[config.mk]
export PLATFORM = sky130hd
export DESIGN_NAME = layer_sequencer
export DESIGN_NICKNAME = d
export VERILOG_FILES = /design/src/rtl/layer_seq_pkg.sv /design/src/rtl/layer_sequencer_watchdog.sv /design/src/rtl/layer_sequencer.sv
export SDC_FILE = /design/constraint.sdc
export NUM_CORES = 1
export LEC_CHECK = 0
export ABC_CLOCK_PERIOD_IN_PS = 3500
export CAP_MARGIN = 10
export CORE_ASPECT_RATIO = 0.75
export CORE_MARGIN = 2
export CORE_UTILIZATION = 54
export CTS_CLUSTER_DIAMETER = 40
export DETAILED_ROUTE_END_ITERATION = 8
export PLACE_DENSITY = 0.89
export REMOVE_ABC_BUFFERS = 1
export SYNTH_ARGS = -nofsm -noshare
export SYNTH_HDL_FRONTEND = slang
export SYNTH_HIERARCHICAL = 1
export SYNTH_SLANG_ARGS = --single-unit
[constraint.sdc]
create_clock -name i_clk -period 3.5 [get_ports i_clk]
set_input_delay 0.7 -clock i_clk [delete_from_list [all_inputs] [get_ports i_clk]]
set_output_delay 0.7 -clock i_clk [all_outputs]
set_load 0.02 [all_outputs]
[src/rtl/layer_seq_pkg.sv]
// Shared constants for the MobileNet layer sequencer: state/stage encodings and default sizing.
// Stage states double as the error stage code reported when the watchdog fires.
package layer_seq_pkg;

  localparam int DEF_NUM_LAYERS = 38;
  localparam int DEF_OPCODE_W   = 6;

  typedef logic [2:0] state_t;

  localparam state_t S_IDLE  = 3'd0;
  localparam state_t S_CAM   = 3'd1;
  localparam state_t S_FETCH = 3'd2;
  localparam state_t S_CONV  = 3'd3;
  localparam state_t S_AVE   = 3'd4;
  localparam state_t S_WB    = 3'd5;
  localparam state_t S_DONE  = 3'd6;
  localparam state_t S_ERROR = 3'd7;

  localparam logic [2:0] STAGE_NONE = 3'd0;

endpackage

[src/rtl/layer_sequencer_watchdog.sv]
// Per-stage watchdog: a clearable, saturating wait counter that flags the cycle
// whose increment would reach TIMEOUT_CYCLES. TIMEOUT_CYCLES = 0 disables it.
module seq_watchdog #(
  parameter int TIMEOUT_W      = 16,
  parameter int TIMEOUT_CYCLES = 50000
) (
  input  logic i_clk,
  input  logic i_reset,
  input  logic clear_i,
  input  logic enable_i,
  output logic timeout_o
);

  localparam logic [TIMEOUT_W-1:0] LIMIT = TIMEOUT_W'(TIMEOUT_CYCLES - 1);
  localparam bit                   WD_ON = (TIMEOUT_CYCLES != 0);

  logic [TIMEOUT_W-1:0] count_q, count_d;

  always_comb begin
    count_d = count_q;
    if (clear_i) begin
      count_d = '0;
    end else if (enable_i && (count_q != '1)) begin
      count_d = count_q + 1'b1;
    end
  end

  always_ff @(posedge i_clk or negedge i_reset) begin
    if (!i_reset) begin
      count_q <= '0;
    end else begin
      count_q <= count_d;
    end
  end

  // Deliberately independent of clear_i so the FSM can derive clear from its next state.
  assign timeout_o = WD_ON && enable_i && (count_q == LIMIT);

endmodule

[src/rtl/layer_sequencer.sv]
// Frame sequencer: camera capture, then fetch/compute/write-back per layer, with
// average pooling on the last layer, continuous mode, watchdog errors and abort.
module layer_sequencer
  import layer_seq_pkg::*;
#(
  parameter int NUM_LAYERS     = DEF_NUM_LAYERS,
  parameter int OPCODE_W       = DEF_OPCODE_W,
  parameter int TIMEOUT_W      = 16,
  parameter int TIMEOUT_CYCLES = 50000
) (
  input  logic                i_clk,
  input  logic                i_reset,
  input  logic                i_start,
  input  logic                i_continuous,
  input  logic                i_abort,
  input  logic                i_clear_err,
  input  logic                i_finish_cam,
  input  logic                i_finish_fet,
  input  logic                i_finish_conv,
  input  logic                i_finish_writeBack,
  input  logic                i_finish_ave,
  output logic                o_startCam,
  output logic                o_startFet,
  output logic                o_startConvolution,
  output logic                o_startAve,
  output logic                o_startWriteBack,
  output logic                o_wrActiveCam,
  output logic                o_opConv,
  output logic [OPCODE_W-1:0] o_opcode,
  output logic                o_busy,
  output logic                o_done,
  output logic                o_error,
  output logic [2:0]          o_err_stage
);

  localparam logic [OPCODE_W-1:0] LAST_OP = OPCODE_W'(NUM_LAYERS - 1);

  state_t              state_q, state_d;
  logic [OPCODE_W-1:0] opcode_q, opcode_d;
  logic [2:0]          err_stage_q, err_stage_d;
  logic                first_q;
  logic                waiting;
  logic                stage_fin;
  logic                finish_ok;
  logic                timeout;

  assign waiting = (state_q >= S_CAM) && (state_q <= S_WB);

  always_comb begin
    stage_fin = 1'b0;
    case (state_q)
      S_CAM:   stage_fin = i_finish_cam;
      S_FETCH: stage_fin = i_finish_fet;
      S_CONV:  stage_fin = i_finish_conv;
      S_AVE:   stage_fin = i_finish_ave;
      S_WB:    stage_fin = i_finish_writeBack;
      default: stage_fin = 1'b0;
    endcase
  end

  // The start-pulse cycle never accepts a finish, so engines get one clean cycle to react.
  assign finish_ok = stage_fin && !first_q;

  always_comb begin
    state_d     = state_q;
    opcode_d    = opcode_q;
    err_stage_d = err_stage_q;
    if (i_abort && (state_q != S_ERROR)) begin
      state_d  = S_IDLE;
      opcode_d = '0;
    end else if (waiting) begin
      if (finish_ok) begin
        case (state_q)
          S_CAM:   state_d = S_FETCH;
          S_FETCH: state_d = (opcode_q == LAST_OP) ? S_AVE : S_CONV;
          S_CONV,
          S_AVE:   state_d = S_WB;
          S_WB: begin
            if (opcode_q < LAST_OP) begin
              opcode_d = opcode_q + 1'b1;
              state_d  = S_FETCH;
            end else begin
              state_d = S_DONE;
            end
          end
          default: state_d = state_q;
        endcase
      end else if (timeout) begin
        state_d     = S_ERROR;
        err_stage_d = state_q;
      end
    end else begin
      case (state_q)
        S_IDLE: begin
          if (i_start) begin
            state_d  = S_CAM;
            opcode_d = '0;
          end
        end
        S_DONE: begin
          state_d = i_continuous ? S_CAM : S_IDLE;
          if (i_continuous) begin
            opcode_d = '0;
          end
        end
        S_ERROR: begin
          if (i_clear_err) begin
            state_d     = S_IDLE;
            err_stage_d = STAGE_NONE;
            opcode_d    = '0;
          end
        end
        default: state_d = state_q;
      endcase
    end
  end

  always_ff @(posedge i_clk or negedge i_reset) begin
    if (!i_reset) begin
      state_q     <= S_IDLE;
      opcode_q    <= '0;
      err_stage_q <= STAGE_NONE;
      first_q     <= 1'b0;
    end else begin
      state_q     <= state_d;
      opcode_q    <= opcode_d;
      err_stage_q <= err_stage_d;
      first_q     <= (state_d != state_q);
    end
  end

  seq_watchdog #(
    .TIMEOUT_W      (TIMEOUT_W),
    .TIMEOUT_CYCLES (TIMEOUT_CYCLES)
  ) u_watchdog (
    .i_clk     (i_clk),
    .i_reset   (i_reset),
    .clear_i   (state_d != state_q),
    .enable_i  (waiting),
    .timeout_o (timeout)
  );

  assign o_startCam         = first_q && (state_q == S_CAM);
  assign o_startFet         = first_q && (state_q == S_FETCH);
  assign o_startConvolution = first_q && (state_q == S_CONV);
  assign o_startAve         = first_q && (state_q == S_AVE);
  assign o_startWriteBack   = first_q && (state_q == S_WB);
  assign o_wrActiveCam      = (state_q == S_CAM);
  assign o_opConv           = opcode_q[0];
  assign o_opcode           = opcode_q;
  assign o_busy             = (state_q != S_IDLE) && (state_q != S_ERROR);
  assign o_done             = (state_q == S_DONE);
  assign o_error            = (state_q == S_ERROR);
  assign o_err_stage        = err_stage_q;

endmodule
==> impl_results.md <==
* Count of endpoints failing setup in the final report at 0
* Number of fill cells at 273
* Maximum clock skew at final layout at 0.00186 ns
* Reported net switching power at 212 uW
* Worst hold path class: flop to flop
* Share of total power in combinational logic at 0.173
* Setup bufs post-CTS at 0
* Cts bufs inserted at 5
* Leak pwr at 0.000967 uW
* CTS Root Cell: sky130_fd_sc_hd__clkbuf_8
* Critical Path End: u_watchdog/count_q[14]
* Run status: finished clean
* Portion of the post-synthesis area used by sequential elements at 0.354
* Most common flop cell mapped by yosys: sky130_fd_sc_hd__dfrtp_1
* Utilization after layout at 0.682
* Clock Sink Count at 29
* Routability Congestion at 0.994
* First drt pass iteration count at 4
* CP startpoint: u_watchdog/count_q[10]
* Cell Pwr Density at 310 nW/um^2
* Area delta synth->final at 21.1%
* CORE AREA at 3640 sq um
* Die Outline Area at 4310 sq um
* I/O pin count at 30
* Post-synthesis average cell area at 8.98 sq um
* Hold Buf Count CTS at 0
* Routed wire per std cell at 16.0 microns
* Sequential cell fraction of total power at 0.472
* Global-route usage over all layers at 0.260
* Number of storage elements in the synthesis netlist at 29
* Clock group share of total power at 0.355
* Setup TNS at 0 ns
* Wire length of the first global-routing pass at 8.60 mm
* Top-area cell type share of the netlist area at 0.354
* Area contributors post-synth: sky130_fd_sc_hd__dfrtp_1, sky130_fd_sc_hd__nor2_1, sky130_fd_sc_hd__nand2_1
* Share of flip-flops with an asynchronous set or reset at 1.00
* Number of synthesized flops with an enable pin at 0
* Maximum buffer depth of the clock tree at 2
* Arrival @ worst endpoint at 3.27 ns
* Num rows at 19
* Final HPWL from detailed placement at 3.76 mm
* Largest vdd supply drop at 0.317 mV
* Synth Instances at 228
* Sum of overflow across all layers after global routing at 0
* Final-layout worst hold slack at 0.534 ns
* Detail-routed via count per cell at 6.18
* Antenna viol nets, final at 0
* Register clock-pin slew on the reported worst setup and hold paths at 0.06 ns
* Count of cell types in the netlist at 60
* Transition at the pin with the smallest max-transition slack at 0.548 ns
* Path depth of the worst reg2reg path at 11
* Area used by multi-input combinational logic at 1210 sq um
* RSZ-0062 raised after global routing: no
* Biggest area consumer among synthesized cells: sky130_fd_sc_hd__dfrtp_1
* Max H-tree Level at 2
* Number of inserted diodes at 0
* Worst-case headroom to the max-slew limit at 0.632
* Clock tree from TritonCTS: built
* Setup slack, reg-to-reg at 0.38 ns
* Starting density of the core at 0.563
* Net count of the finished layout at 277
* Worst-Skew Late Latency at 0.27 ns
* Number of input and output port buffers inserted at 29
* Post-cts sizing count at 0
* Final max-slew violation count at 0
* Max Freq at 0.321 GHz
* Startpoint of the most critical register-to-register path: u_watchdog/count_q[10]
* Sequential Area at 726 sq um
* Via count of the first global-routing pass at 1881
* Fraction of power spent switching nets at 0.275
* Share of cells above drive strength 1 at 0.115
* Required time at the endpoint of the critical path at 3.65 ns
* Time the final worst path needs with I/O delays and setup at 3.12 ns
* Part of the cycle the worst path needs at 0.891
* Total number of yosys warnings at 6
* Crit path launch type: flop
* Maximum number of pins on one net before global-route repair at 30
* Total via count in the routed design at 1942
* Final Hold Viols at 0
* Worst Path Class, Setup: flop to flop
* Die Span X at 75.1 microns
* Total detailed-routing wirelength at 5.02 mm
* Design internal power at 557 uW
* Iteration-0 DRC Markers at 134
* Number of max-capacitance violations reported at 0
* Vertical extent of the die at 57.3 microns
* DRC errors left at 0
* Endpoint class of the critical path: flop
* Capture instance of the worst register-to-register path: u_watchdog/count_q[14]
* Antenna violations before repair at 0
* Crit Path Max Fanout at 10
* Post-Syn Area at 2050 sq um
## registers in the layout, summed over array words and instances (netlist names)
signal	count
o_err_stage	3
u_watchdog/count_q	16
first_q	1
o_opcode	6
state_q	3
## how the worst min path moves through the flow
stage	start	endpoint	slack, ns	depth (start not counted)
floorplan	i_reset	first_q	0.40	0
global placement	o_err_stage[1]	o_err_stage[1]	0.52	2
detailed placement	o_err_stage[1]	o_err_stage[1]	0.52	2
CTS	o_err_stage[1]	o_err_stage[1]	0.54	2
global route	o_err_stage[1]	o_err_stage[1]	0.56	2
finish	o_err_stage[1]	o_err_stage[1]	0.53	2
## per-stage QoR
stage | instance area, sq um | total power [uW] | worst slack [ns] | cells
after floorplan | 1980 | 441 | 0.414 | 218
after global placement | 2390 | 493 | 0.359 | 307
after detailed placement | 2390 | 501 | 0.304 | 307
after CTS | 2480 | 773 | 0.421 | 314
after global routing | 2480 | 803 | 0.238 | 314
final | 2480 | 769 | 0.381 | 314
## power by group through the flow
stage / clock, uW / combinational, uW / sequential [uW]
6_report: 273 / 133 / 363
5_1_grt: 292 / 147 / 364
4_1_cts: 277 / 133 / 362
3_5_place_dp: 0 / 133 / 368
3_3_place_gp: 0 / 126 / 367
2_1_floorplan: 0 / 73.4 / 368
## routing by layer
layer	vias up	track usage	wire [microns]
li1	924	-	-
met3	4	0.0866	381
met1	945	0.379	2430
met2	69	0.368	2170
met4	0	0.0791	31
met5	-	0	0
## kinds of logic (layout without fill, tap and decap cells)
group,count (synthesis),count (layout),synth area share
simple gates,103,103,0.281
compound gates,58,58,0.225
flops,29,29,0.354
buf+inv,22,56,0.0556
xor+xnor,6,6,0.0257
mux,6,6,0.0336
fa+ha+maj,4,4,0.0244
## cells in the mapped netlist, drive strengths merged, types with 2 or more instances
cell    count
nand2b      2
nand3      10
mux2        4
clkbuf      4
nor2       23
nor4        4
or3         7
inv        12
nor3        7
nand2      19
a211oi      2
mux2i       2
o31a        3
a21oi      12
a221oi      2
o21ai      10
a31o        3
and4        4
ha          4
buf         6
nand4       9
xor2        4
or4         5
a21o        2
o21a        2
dfrtp      29
nor2b       6
o31ai       7
or4b        2
xnor2       2
and3        2
## critical path, stage by stage, from the launching register on
cell and delay [ns]:
sky130_fd_sc_hd__dfrtp_1 0.44, sky130_fd_sc_hd__or4b_2 0.69, sky130_fd_sc_hd__nor4_1 0.27, sky130_fd_sc_hd__buf_4 0.19, sky130_fd_sc_hd__nor2_1 0.04, sky130_fd_sc_hd__o31ai_1 0.08
sky130_fd_sc_hd__o221a_4 0.24, sky130_fd_sc_hd__xnor2_1 0.06, sky130_fd_sc_hd__a2111o_1 0.50, sky130_fd_sc_hd__inv_1 0.19, sky130_fd_sc_hd__o311ai_0 0.18, sky130_fd_sc_hd__o41ai_1 0.11
## cell type report
| cell class | instances | area share |
|---|---|---|
| Multi-Input combinational cell | 177 | 0.487 |
| Sequential cell | 29 | 0.292 |
| Timing Repair Buffer | 37 | 0.141 |
| Clock buffer | 7 | 0.0348 |
| Tap cell | 52 | 0.0262 |
| Inverter | 12 | 0.0182 |
## cells in the final DEF (no fill, tap or decap), types with 8 or more instances in the layout
cell	netlist	routed
sky130_fd_sc_hd__nand3_1	9	9
sky130_fd_sc_hd__nand4_1	8	8
sky130_fd_sc_hd__clkdlybuf4s50_1	0	29
sky130_fd_sc_hd__nor2_1	22	22
sky130_fd_sc_hd__inv_1	12	12
sky130_fd_sc_hd__a21oi_1	12	12
sky130_fd_sc_hd__dfrtp_1	29	29
sky130_fd_sc_hd__buf_4	2	8
sky130_fd_sc_hd__nand2_1	19	19
sky130_fd_sc_hd__o21ai_0	10	10
(Power assumes the default switching activity.)
==> patch 1: new RTL, same settings <==
Change the package constant `DEF_OPCODE_W` from 6 to 3.
--- a/src/rtl/layer_seq_pkg.sv
+++ b/src/rtl/layer_seq_pkg.sv
@@ -5,3 +5,3 @@
   localparam int DEF_NUM_LAYERS = 38;
-  localparam int DEF_OPCODE_W   = 6;
+  localparam int DEF_OPCODE_W   = 3;
 
Ports: changed (resized o_opcode); port bits go from 30 to 27. No check against the original RTL was run, so the function may have changed too.
==> patch 1 against the unedited design <==
Synthesized area fell by 8.6%; cell area down 9.0%; sequential cell count fell by 3; core utilization about the same; maximum frequency fell by 1.2%; total power decreased by 16%; wire length decreased by 10%; worst setup slack got worse by 0.036 ns; critical path type unchanged; critical endpoint unchanged; largest cell class unchanged.
==> patch 1: results (changes against the unedited design) <==
** Placed design
- Instance count after placement with tap cells included :: 281 (was 307)
- Buffers on Ports :: 26 (was 29)
- Post-detailed-placement cell area :: 2200 sq um (was 2390 sq um)
- The worst slack after detailed placement was 0.224 ns (was 0.304 ns).
- The detailed placement HPWL came to 3360 microns (was 3760 microns).
- The final weighted congestion in routability-driven placement is 0.922 (was 0.994).

** Pwr
- The switching power as a share of total power is 0.272 (was 0.275).
- Net switching power of the design :: 175 uW (was 212 uW)
- The power attributed to combinational cells is 128 uW (was 133 uW).
- Sequential fraction of design power :: 0.504 (was 0.472)
- Leak pwr :: 0.000908 uW (was 0.000967 uW)
- Worst vdd rail ir drop :: 0.214 mV (was 0.317 mV)

** Route
- The total length of routed wires is 4490 microns (was 5020 microns).
- The number of optimization iterations in the first detailed-route pass is 4 (unchanged).
- The via density per instance is 6.32 (was 6.18).
- The detailed router's first-iteration violation count is 196 (was 134).

** Worst setup path
- The worst endpoint data arrival time was 3.30 ns (was 3.27 ns).
- The largest fanout of any net on the critical path was 6 (was 10).

** Clock network
- The clock latency of the later-clocked register in the worst-skew pair came to 0.27 ns (about the same).
- The total clock buffers created by CTS is 3 (was 5).
- H-Tree Depth :: 1 (was 2)
- Clk buf depth :: 2 (unchanged)
- The clock-pin slew on the worst setup and hold paths is 0.09 ns (was 0.06 ns).

** Cells and area
- Final layout net count :: 260 (was 277)
- The proportion of layout cells with a drive suffix above 1 was 0.122 (was 0.115).
- The total of fill cells in the finished design is 284 (was 273).
- Post-layout instance count excluding filler cells :: 285 (was 314)
- Final Cell Area :: 2260 sq um (was 2480 sq um)

** Die
- Total number of placement rows :: 18 (was 19)

** Global route
- Gr usage total :: 0.239 (was 0.260)
- Number of global-route vias before repair :: 1,530 (was 1,881)
- The pin count of the biggest net entering global routing came to 27 (was 30).
- Global-route wire length before repair :: 7240 microns (was 8600 microns)
- Antenna violations before repair :: 0 (unchanged)

** Yosys
- The post-synthesis cell count was 215 (was 228).
- The number of library cell types mapped by synthesis was 58 (was 60).
- Top cells by area in the synthesized netlist :: dfrtp_1, a21oi_1, nor2_1, nand2_1, or4_1 (was dfrtp_1, nor2_1, nand2_1, a21oi_1, o31ai_1)
- Proportion of register bits with asynchronous set or reset after synthesis :: 1.00 (unchanged)
- The sequential-to-total area share from yosys stat was 0.348 (was 0.354).
- Commonest cells in the synthesized netlist :: dfrtp_1, nor2_1, nand2_1 (unchanged)
- The warning count from the yosys run is 6 (unchanged).

** STA
- The setup skew after layout came to 0.00783 ns (was 0.00186 ns).
- Transition at the pin with the smallest max-transition slack :: 0.542 ns (was 0.548 ns)

** Outcome
- Status :: finished clean (unchanged)
-- patch 1: per-layer routing --
layer	global-route usage	vias up	share of wire
met1	0.359	844	0.49
met4	0.0535	0	0.0038
met3	0.0453	2	0.072
met5	0	-	0
met2	0.355	74	0.43
li1	-	881	-
-- patch 1: final timing paths --
path / from / endpoint / slack (ns) / depth (start not counted)
max: u_watchdog/count_q[10]$_DFFE_PN0P_ / u_watchdog/count_q[14]$_DFFE_PN0P_ / 0.34 / 8
min: o_err_stage[1]$_DFFE_PN0P_ / o_err_stage[1]$_DFFE_PN0P_ / 0.53 / 1
max reg2reg: u_watchdog/count_q[10]$_DFFE_PN0P_ / u_watchdog/count_q[14]$_DFFE_PN0P_ / 0.34 / 8
min reg2reg: o_err_stage[1]$_DFFE_PN0P_ / o_err_stage[1]$_DFFE_PN0P_ / 0.53 / 1
max in group asynchronous: i_reset / o_opcode[1]$_DFFE_PN0P_ / 2.46 / 2
min in group asynchronous: i_reset / state_q[0]$_DFF_PN0_ / 0.78 / 2
-- patch 1: cell families (layout without fill, tap and decap cells) --
family / count (synthesis) / count (layout) / synth area share
simple gates: 102 / 102 / 0.326
compound gates: 56 / 56 / 0.203
flops: 26 / 26 / 0.348
buf+inv: 18 / 48 / 0.0408
mux: 10 / 10 / 0.0628
fa+ha+maj: 3 / 3 / 0.0201
-- patch 1: final cells by class --
type | instances | share of cell area
clock buffer | 4 | 0.0244
inverter | 10 | 0.0166
sequential | 26 | 0.288
timing repair buffer | 34 | 0.142
tap | 40 | 0.0222
multi-input combinational | 171 | 0.507
-- patch 1: worst max-delay path: cells and delay by family, from the launching register on --
family | cells | cell delay (ns)
and+or+nand+nor | 5 | 1.82
AOI/OAI and AO/OA | 3 | 0.74
DFF | 1 | 0.46
==> patch 2: new RTL, same settings <==
Without the edit above. Put one more register stage on the output `o_err_stage`. The value now appears one clock later. The other outputs are not delayed to match.
--- a/src/rtl/layer_sequencer.sv
+++ b/src/rtl/layer_sequencer.sv
@@ -153,3 +153,5 @@
   assign o_error            = (state_q == S_ERROR);
-  assign o_err_stage        = err_stage_q;
+  always_ff @(posedge i_clk) begin
+    o_err_stage <= err_stage_q;
+  end
 
Check against the original RTL: no difference found for any inputs over 10 cycles, from zero or initial values and one cycle with i_reset low; that may be too few to reach the edited logic, so the function may still have changed.
==> patch 2 against the unedited design <==
Cell count increased by 0.96%; synthesized area down 0.12%; die area decreased by 0.11%; sequential cell count is 3 higher; worst setup slack got worse by 0.069 ns; total power rose by 4.9%; wire length grew 0.54%; cell area up 0.91%; maximum frequency fell by 2.2%.
==> patch 2: results (changes against the unedited design) <==
** Pwr
- The fraction of power consumed by combinational cells came to 0.168 (was 0.173).
- The worst voltage drop across the vdd grid came to 0.215 mV (was 0.317 mV).
- The leakage dissipation is 0.000998 uW (was 0.000967 uW).
- The switching power as a share of total power is 0.283 (was 0.275).

** Cells and area
- The count of nets after finishing was 279 (was 277).
- The proportion of layout cells with a drive suffix above 1 is 0.117 (was 0.115).

** Route
- Post-Route M1 WL :: 2320 microns (was 2430 microns)
- The detailed router's first-iteration violation count came to 132 (was 134).
- The total via count in the routed design is 1,954 (was 1,942).
- Met3 routed wirelength :: 378 microns (was 381 microns)
- Vias/cell :: 6.16 (was 6.18)

** Yosys
- Commonest cells in the synthesized netlist: dfrtp_1, nor2_1, nand2_1 (unchanged).
- Count of different cell masters after synthesis :: 55 (was 60)

** Hold path
- Cell depth of the worst hold path :: 0 (was 2)
- The origin of the worst min-delay path was err_stage_q[0]$_DFFE_PN0P_ (was o_err_stage[1]$_DFFE_PN0P_).

** Worst setup path
- Slowest-stage cell, CP :: dfrtp_1 (was or4b_2)
- The delay of the slowest cell on the worst path is 0.37 ns (was 0.69 ns).
- The startpoint of the worst-slack reg-to-reg timing path is state_q[1]$_DFF_PN0_ (was u_watchdog/count_q[10]$_DFFE_PN0P_).

** Global route
- The overall global routing resource usage is 0.254 (was 0.260).
- The met1 track demand over resource was 0.373 (was 0.379).
- Global-route wire length before repair :: 8250 microns (was 8600 microns)
- Met2 routing resource usage after global routing :: 0.348 (was 0.368)

** Outcome
- Status: finished clean (unchanged).

** STA
- The fraction of the cycle the final worst path needs is 0.911 (was 0.891).
- Worst hold-check slack :: 0.367 ns (was 0.534 ns)

** Placed design
- The worst slack after detailed placement came to 0.283 ns (was 0.304 ns).
- The final weighted congestion in routability-driven placement is 0.882 (was 0.994).
- The area after detailed placement was 2400 sq um (was 2390 sq um).
==> patch 2: cell count changes after synthesis, moves of 2 or more <==
cell and change:
a211oi_1 +2, a21oi_1 +2, a31o_2 -2, dfxtp_1 +3
inv_2 +2, nand3_1 +3, nor3_1 -3, o21ai_0 -5
==> patch 2: cell families (layout without fill, tap and decap cells) <==
group | after synthesis | count (layout) | share of synthesized area
AO/OA/AOI/OAI | 56 | 56 | 0.210
AND/OR/NAND/NOR | 100 | 100 | 0.271
buffers and inverters | 22 | 61 | 0.0538
flip-flops | 32 | 32 | 0.384
adder cells (fa/ha/maj) | 4 | 4 | 0.0245
multiplexers | 6 | 6 | 0.0312
XOR/XNOR | 6 | 6 | 0.0257
==> patch 2: area by class of cell <==
cell class                 count  area [sq um]
multi-input combinational    172          1150
fill                         284          1130
sequential                    32           786
timing repair buffer          40           373
clock buffer                   7          76.3
tap                           52          65.1
inverter                      13          48.8
clock inverter                 1          5.00
